**config.mk**
```make
export PLATFORM = sky130hd
export DESIGN_NAME = rk_tape_player
export DESIGN_NICKNAME = d
export VERILOG_FILES = /design/src/rtl/rk_tape_player.sv
export SDC_FILE = /design/constraint.sdc
export NUM_CORES = 1
export LEC_CHECK = 0
export BUFFER_PORTS_ARGS = -buffer_cell sky130_fd_sc_hd__buf_4
export CORE_ASPECT_RATIO = 0.9
export CORE_MARGIN = 2
export CORE_UTILIZATION = 50
export CTS_CLUSTER_DIAMETER = 80
export DETAILED_ROUTE_END_ITERATION = 6
export PLACE_DENSITY = 0.76
export SYNTH_ARGS = -nofsm -noshare
export SYNTH_HDL_FRONTEND = slang
export SYNTH_SLANG_ARGS = --single-unit
```
**constraint.sdc**
```tcl
create_clock -name clk -period 2.3 [get_ports clk]
set_clock_uncertainty 0.15 [all_clocks]
set_input_delay 0.46 -clock clk [delete_from_list [all_inputs] [get_ports clk]]
set_output_delay 0.46 -clock clk [all_outputs]
set_load 0.01 [all_outputs]
```
**src/rtl/rk_tape_player.sv**
```systemverilog
// rk_tape_player: serialises a byte stream into a biphase tape waveform.
// The stream is a leader of 0x00 bytes, then a sync byte, then the data
// bytes fetched from the source. Each bit is sent MSB first as two
// half-cells: the first at ~bit and the second at bit. All waveform timing
// counts ce strobes.
module rk_tape_player #(
  parameter int         HALF_DIV   = 600,
  parameter int         LEAD_BYTES = 256,
  parameter logic [7:0] SYNC_BYTE  = 8'hE6
) (
  input  logic       clk,
  input  logic       reset_n,
  input  logic       ce,
  input  logic       start,
  input  logic       byte_valid,
  input  logic [7:0] byte_data,
  input  logic       byte_last,
  output logic       byte_ready,
  output logic       busy,
  output logic       done,
  output logic       tape_out
);

  localparam int HW = $clog2(HALF_DIV);
  localparam int LW = (LEAD_BYTES > 1) ? $clog2(LEAD_BYTES) : 1;
  localparam logic [HW-1:0] HALF_LAST = HW'(HALF_DIV - 1);
  localparam logic [LW-1:0] LEAD_LAST = LW'((LEAD_BYTES > 0) ? LEAD_BYTES - 1 : 0);

  typedef enum logic [2:0] {
    ST_IDLE,
    ST_LEADER,
    ST_SYNC,
    ST_FETCH,
    ST_DATA,
    ST_DONE
  } state_t;

  state_t        state;
  logic [HW-1:0] half_cnt;
  logic          phase;
  logic [2:0]    bit_idx;
  logic [LW-1:0] lead_cnt;
  logic [7:0]    shift;
  logic          last_flag;

  // Playback sequencer: state, cell timing counters and all registered outputs.
  always_ff @(posedge clk or negedge reset_n) begin
    if (!reset_n) begin
      state      <= ST_IDLE;
      half_cnt   <= '0;
      phase      <= 1'b0;
      bit_idx    <= 3'd0;
      lead_cnt   <= '0;
      shift      <= 8'h00;
      last_flag  <= 1'b0;
      byte_ready <= 1'b0;
      busy       <= 1'b0;
      done       <= 1'b0;
      tape_out   <= 1'b0;
    end else begin
      done <= 1'b0;
      case (state)
        ST_IDLE: begin
          tape_out   <= 1'b0;
          busy       <= 1'b0;
          byte_ready <= 1'b0;
          if (start) begin
            busy     <= 1'b1;
            half_cnt <= '0;
            phase    <= 1'b0;
            bit_idx  <= 3'd7;
            lead_cnt <= '0;
            if (LEAD_BYTES == 0) begin
              state    <= ST_SYNC;
              shift    <= SYNC_BYTE;
              tape_out <= ~SYNC_BYTE[7];
            end else begin
              // First half-cell of a 0x00 leader byte is ~0 = 1.
              state    <= ST_LEADER;
              shift    <= 8'h00;
              tape_out <= 1'b1;
            end
          end
        end

        ST_LEADER, ST_SYNC, ST_DATA: begin
          if (ce) begin
            if (half_cnt != HALF_LAST) begin
              half_cnt <= half_cnt + 1'b1;
            end else begin
              half_cnt <= '0;
              if (!phase) begin
                // Mid-cell transition: second half carries the bit itself.
                phase    <= 1'b1;
                tape_out <= shift[bit_idx];
              end else begin
                phase <= 1'b0;
                if (bit_idx != 3'd0) begin
                  bit_idx  <= bit_idx - 3'd1;
                  tape_out <= ~shift[bit_idx - 3'd1];
                end else begin
                  // End of a byte: pick what comes next.
                  bit_idx <= 3'd7;
                  if (state == ST_LEADER) begin
                    if (lead_cnt == LEAD_LAST) begin
                      state    <= ST_SYNC;
                      shift    <= SYNC_BYTE;
                      tape_out <= ~SYNC_BYTE[7];
                    end else begin
                      lead_cnt <= lead_cnt + 1'b1;
                      tape_out <= 1'b1;
                    end
                  end else if (state == ST_DATA && last_flag) begin
                    state <= ST_DONE;
                    done  <= 1'b1;
                  end else begin
                    // Level is held while waiting for the source.
                    state      <= ST_FETCH;
                    byte_ready <= 1'b1;
                  end
                end
              end
            end
          end
        end

        ST_FETCH: begin
          if (byte_valid) begin
            state      <= ST_DATA;
            shift      <= byte_data;
            last_flag  <= byte_last;
            byte_ready <= 1'b0;
            tape_out   <= ~byte_data[7];
          end
        end

        ST_DONE: begin
          state    <= ST_IDLE;
          busy     <= 1'b0;
          tape_out <= 1'b0;
        end

        default: begin
          state      <= ST_IDLE;
          busy       <= 1'b0;
          byte_ready <= 1'b0;
          tape_out   <= 1'b0;
        end
      endcase
    end
  end

endmodule
```
==> results_tabular.tex <==
\begin{tabular}{lr}
\hline
Metric & Value \\
\hline
\multicolumn{2}{l}{\textbf{Synthesis}} \\
\quad Synthesized area per cell & 9.210 µm² \\
\quad Proportion of netlist area held by the largest area contributor & 0.3926 \\
\quad Post-synth EDFFs & 0 \\
\quad Synthesis Warnings & 0 \\
\quad Async SR Flop Fraction & 1.000 \\
\quad Synth area leaders & sky130\_fd\_sc\_hd\_\_dfrtp\_1, sky130\_fd\_sc\_hd\_\_o21ai\_0, sky130\_fd\_sc\_hd\_\_mux4\_1 \\
\quad Count of mapped cells out of synthesis & 263 \\
\quad Sequential cell area fraction in the yosys report & 0.3926 \\
\quad Yosys top cell by area & sky130\_fd\_sc\_hd\_\_dfrtp\_1 \\
\quad Netlist cell types & 53 \\
\quad Cell area after technology mapping & 0.002422 mm² \\
\quad Most common flop cell mapped by yosys & sky130\_fd\_sc\_hd\_\_dfrtp\_1 \\
\quad Post-Syn Nets & 281 \\
\quad Synthesis-stage register bit count & 38 \\
\multicolumn{2}{l}{\textbf{CTS}} \\
\quad Max Buffers Root-to-Sink & 2 \\
\quad Number of buffers added by the clock tree synthesis step & 5 \\
\quad Count of H-tree levels built during CTS & 2 \\
\quad Clk slew on worst S/H paths & 0.07 ns \\
\quad CTS sink count & 38 \\
\quad CTS tree & done \\
\quad Clock insertion delay at the later pin of the skew report & 0.29 ns \\
\quad Clock root cell & sky130\_fd\_sc\_hd\_\_clkbuf\_8 \\
\multicolumn{2}{l}{\textbf{Worst setup path}} \\
\quad Largest fanout on the critical path & 3 \\
\quad Stage delay of the slowest cell on the critical path & 0.38 ns \\
\quad Slowest stage cell, crit path & sky130\_fd\_sc\_hd\_\_dfrtp\_1 \\
\quad Kind of start point of the critical path & flip-flop \\
\quad Worst-case reg-to-reg path depth & 7 \\
\quad Critical Setup Path Class & flip-flop to flip-flop \\
\quad CP dominant cell by count & sky130\_fd\_sc\_hd\_\_mux2\_2 \\
\quad Bufs and invs on worst path & 1 \\
\quad R2r endpoint & tape\_out\$\_DFFE\_PN0P\_ \\
\quad Cells traversed along the worst timing path & inv\_2 > ha\_4 > mux4\_2 > mux2\_2 > mux2\_2 > a211o\_1 > a2bb2oi\_2 \\
\quad Crit end category & flip-flop \\
\quad Data required time at the worst endpoint & 2.38 ns \\
\quad Setup slack of the worst register-to-register path & 0.07 ns \\
\quad Reg-to-reg startpoint & bit\_idx[0]\$\_DFFE\_PN0P\_ \\
\quad Arrival time reported for the critical path endpoint & 2.30 ns \\
\quad Gate family responsible for the most delay along the worst path & multiplexers \\
\multicolumn{2}{l}{\textbf{Timing}} \\
\quad Final hold violation count & 0 \\
\quad Worst slew margin & 0.6777 \\
\quad Period utilisation layout & 0.9686 \\
\quad Unrepaired setup endpoints after global routing & false \\
\quad Fmax & 0.4489 GHz \\
\quad Total setup violations reported at the end of the flow & 0 \\
\quad Final setup TNS & 0 ns \\
\quad Post-layout min period & 2.228 ns \\
\quad Final-report max-slew violation count & 0 \\
\quad Slew of the pin with the lowest slew margin & 0.4834 ns \\
\multicolumn{2}{l}{\textbf{Final layout}} \\
\quad Most common cell after layout, fill and taps aside & sky130\_fd\_sc\_hd\_\_dfrtp\_1 \\
\quad Fraction of layout cells with a size suffix above 1 & 0.2226 \\
\quad Number of nets in the layout & 310 \\
\quad Most frequent cells in the layout & sky130\_fd\_sc\_hd\_\_dfrtp\_1, sky130\_fd\_sc\_hd\_\_buf\_4, sky130\_fd\_sc\_hd\_\_o21ai\_0 \\
\quad Area grow syn2layout & 15.75\% \\
\quad Antenna diode count & 0 \\
\quad Filler Cell Count & 424 \\
\multicolumn{2}{l}{\textbf{Detailed routing}} \\
\quad Post-route ant nets & 0 \\
\quad First-pass iteration count of the detailed router & 4 \\
\quad Number of remaining DRC errors & 0 \\
\quad Post-DR wirelength/cell & 15.73 µm \\
\quad 1st-iter DRT viols & 126 \\
\quad Final WL & 5.616 mm \\
\quad Vias & 2091 \\
\quad Via density per instance & 5.857 \\
\multicolumn{2}{l}{\textbf{Place}} \\
\quad Last weighted congestion value of the routability-driven placer & 0.9427 \\
\quad Number of buffer cells added on primary ports & 17 \\
\quad Hpwl dp & 3.962 mm \\
\multicolumn{2}{l}{\textbf{Die}} \\
\quad Die span in y & 70.03 µm \\
\quad Row cnt & 24 \\
\quad Effective utilization at floorplan & 0.5105 \\
\quad Placeable core area & 0.004745 mm² \\
\quad Width of the die & 77.37 µm \\
\quad Total I/O pin count & 18 \\
\quad Floorplan die area & 0.005418 mm² \\
\multicolumn{2}{l}{\textbf{Hold path}} \\
\quad Worst min-delay path category & primary input to flip-flop \\
\quad Hold Crit Endpoint & last\_flag\$\_DFFE\_PN0P\_ \\
\quad Worst Min Path Start & byte\_last \\
\quad Hold-critical path depth & 2 \\
\multicolumn{2}{l}{\textbf{Pwr}} \\
\quad Power density over the cells & 888.0 mW/mm² \\
\quad Standby leakage power & 0.001254 µW \\
\quad Overall power & 2490 µW \\
\quad IR drop worst, VDD & 0.4990 mV \\
\multicolumn{2}{l}{\textbf{Run}} \\
\quad Max Cap Viol & 0 \\
\multicolumn{2}{l}{\textbf{Global route}} \\
\quad Initial antenna violation count & 0 \\
\quad Pin count of the biggest net entering global routing & 39 \\
\quad Overall routing resource usage & 0.2230 \\
\quad Global route total overflow & 0 \\
\quad Wire length of the first global-routing pass & 9.646 mm \\
\quad Number of global-route vias before repair & 2008 \\
\multicolumn{2}{l}{\textbf{Status}} \\
\quad Result of the run & finished, final reports clean \\
\hline
\end{tabular}
worst max path at each step:
stage	start	end	slack (ns)	cells past startpoint
6_report	bit_idx[0]$_DFFE_PN0P_	tape_out$_DFFE_PN0P_	0.07	7
5_1_grt	bit_idx[0]$_DFFE_PN0P_	tape_out$_DFFE_PN0P_	0.005	7
4_1_cts	bit_idx[1]$_DFFE_PN0P_	tape_out$_DFFE_PN0P_	0.009	7
3_5_place_dp	state[2]$_DFFE_PN0P_	shift[1]$_DFFE_PN0P_	0.07	6
3_3_place_gp	bit_idx[0]$_DFFE_PN0P_	tape_out$_DFFE_PN0P_	0.10	6
2_1_floorplan	bit_idx[0]$_DFFE_PN0P_	tape_out$_DFFE_PN0P_	0.1	7
layer usage:
metal	part of all wire	up-vias	wire length (µm)	GRT usage
li1	-	1034	-	-
met1	0.47	992	2630	0.3140
met2	0.47	61	2634	0.3459
met3	0.055	4	307	0.05039
met4	0.0077	0	43	0.06548
met5	0	-	0	0
layout make-up:
| type | count | area, µm² | area share |
|---|---|---|---|
| Tap cell | 65 | 81.33 | 0.02900 |
| Timing Repair Buffer | 36 | 276.5 | 0.09862 |
| Clock buffer | 7 | 76.32 | 0.02722 |
| Multi-Input combinational cell | 197 | 1366 | 0.4873 |
| Sequential cell | 38 | 950.9 | 0.3391 |
| Inverter | 14 | 52.55 | 0.01874 |
registers in the layout, summed over array words and instances (netlist names):
| signal | flops |
|---|---|
| shift | 8 |
| half_cnt | 10 |
| last_flag | 1 |
| phase | 1 |
| bit_idx | 3 |
| done | 1 |
| busy | 1 |
| byte_ready | 1 |
| tape_out | 1 |
| lead_cnt | 8 |
| state | 3 |
synth_stat cells (4+ instances only):
cell	count
sky130_fd_sc_hd__a211oi_1	4
sky130_fd_sc_hd__a21oi_1	15
sky130_fd_sc_hd__and3_1	6
sky130_fd_sc_hd__buf_2	6
sky130_fd_sc_hd__clkbuf_1	4
sky130_fd_sc_hd__dfrtp_1	38
sky130_fd_sc_hd__ha_1	4
sky130_fd_sc_hd__inv_1	14
sky130_fd_sc_hd__mux2_2	5
sky130_fd_sc_hd__mux2i_1	8
sky130_fd_sc_hd__mux4_1	4
sky130_fd_sc_hd__nand2_1	18
sky130_fd_sc_hd__nand2b_1	6
sky130_fd_sc_hd__nand3_1	11
sky130_fd_sc_hd__nand4_1	4
sky130_fd_sc_hd__nor2_1	13
sky130_fd_sc_hd__nor2b_1	4
sky130_fd_sc_hd__nor3_1	10
sky130_fd_sc_hd__nor4_1	4
sky130_fd_sc_hd__o21ai_0	30
sky130_fd_sc_hd__o31ai_1	6
sky130_fd_sc_hd__or4_1	4
cells by family (layout without fill, tap and decap cells):
| family | Yosys count | in the layout | synth area share |
|---|---|---|---|
| DFF | 38 | 38 | 0.3926 |
| xor gates and xnor gates | 3 | 3 | 0.01085 |
| adders and majority gates | 4 | 4 | 0.02066 |
| muxes | 17 | 17 | 0.09969 |
| and+or+nand+nor | 97 | 97 | 0.2200 |
| buffers and inverters | 28 | 57 | 0.05371 |
| AOI/OAI and AO/OA | 76 | 76 | 0.2025 |
through the flow:
stage	hold WS [ns]	setup slack (ns)	util	cells	instance area (µm²)
finish	0.2498	0.07231	0.5910	357	2804
global route	0.2500	0.004659	0.5910	357	2804
CTS	0.2451	0.008672	0.5849	357	2775
detailed placement	0.3058	0.07166	0.5667	349	2689
global placement	0.3047	0.1031	0.5667	349	2689
floorplan	0.01441	0.09983	-	263	2422
timing repair:
action,in CTS,in global routing
hold buffers,1,0
setup buffers,0,0
resized for setup,0,11
setup endpoints to repair,0,18
hold endpoints to repair,38,0
power breakdown:
| part | total (µW) | internal [µW] | leakage (µW) | switching, µW |
|---|---|---|---|---|
| sequential | 990 | 829 | 0.000479 | 160 |
| combinational | 1060 | 501 | 0.000737 | 554 |
| clock | 445 | 209 | 0.0000383 | 236 |
worst register-to-register path, cell delays in order, from the launching register on:
cell and delay (ns):
sky130_fd_sc_hd__dfrtp_1 0.38, sky130_fd_sc_hd__inv_2 0.07, sky130_fd_sc_hd__ha_4 0.28, sky130_fd_sc_hd__mux4_2 0.30, sky130_fd_sc_hd__mux2_2 0.28, sky130_fd_sc_hd__mux2_2 0.26, sky130_fd_sc_hd__a211o_1 0.31, sky130_fd_sc_hd__a2bb2oi_2 0.13
(Power assumes the default switching activity.)
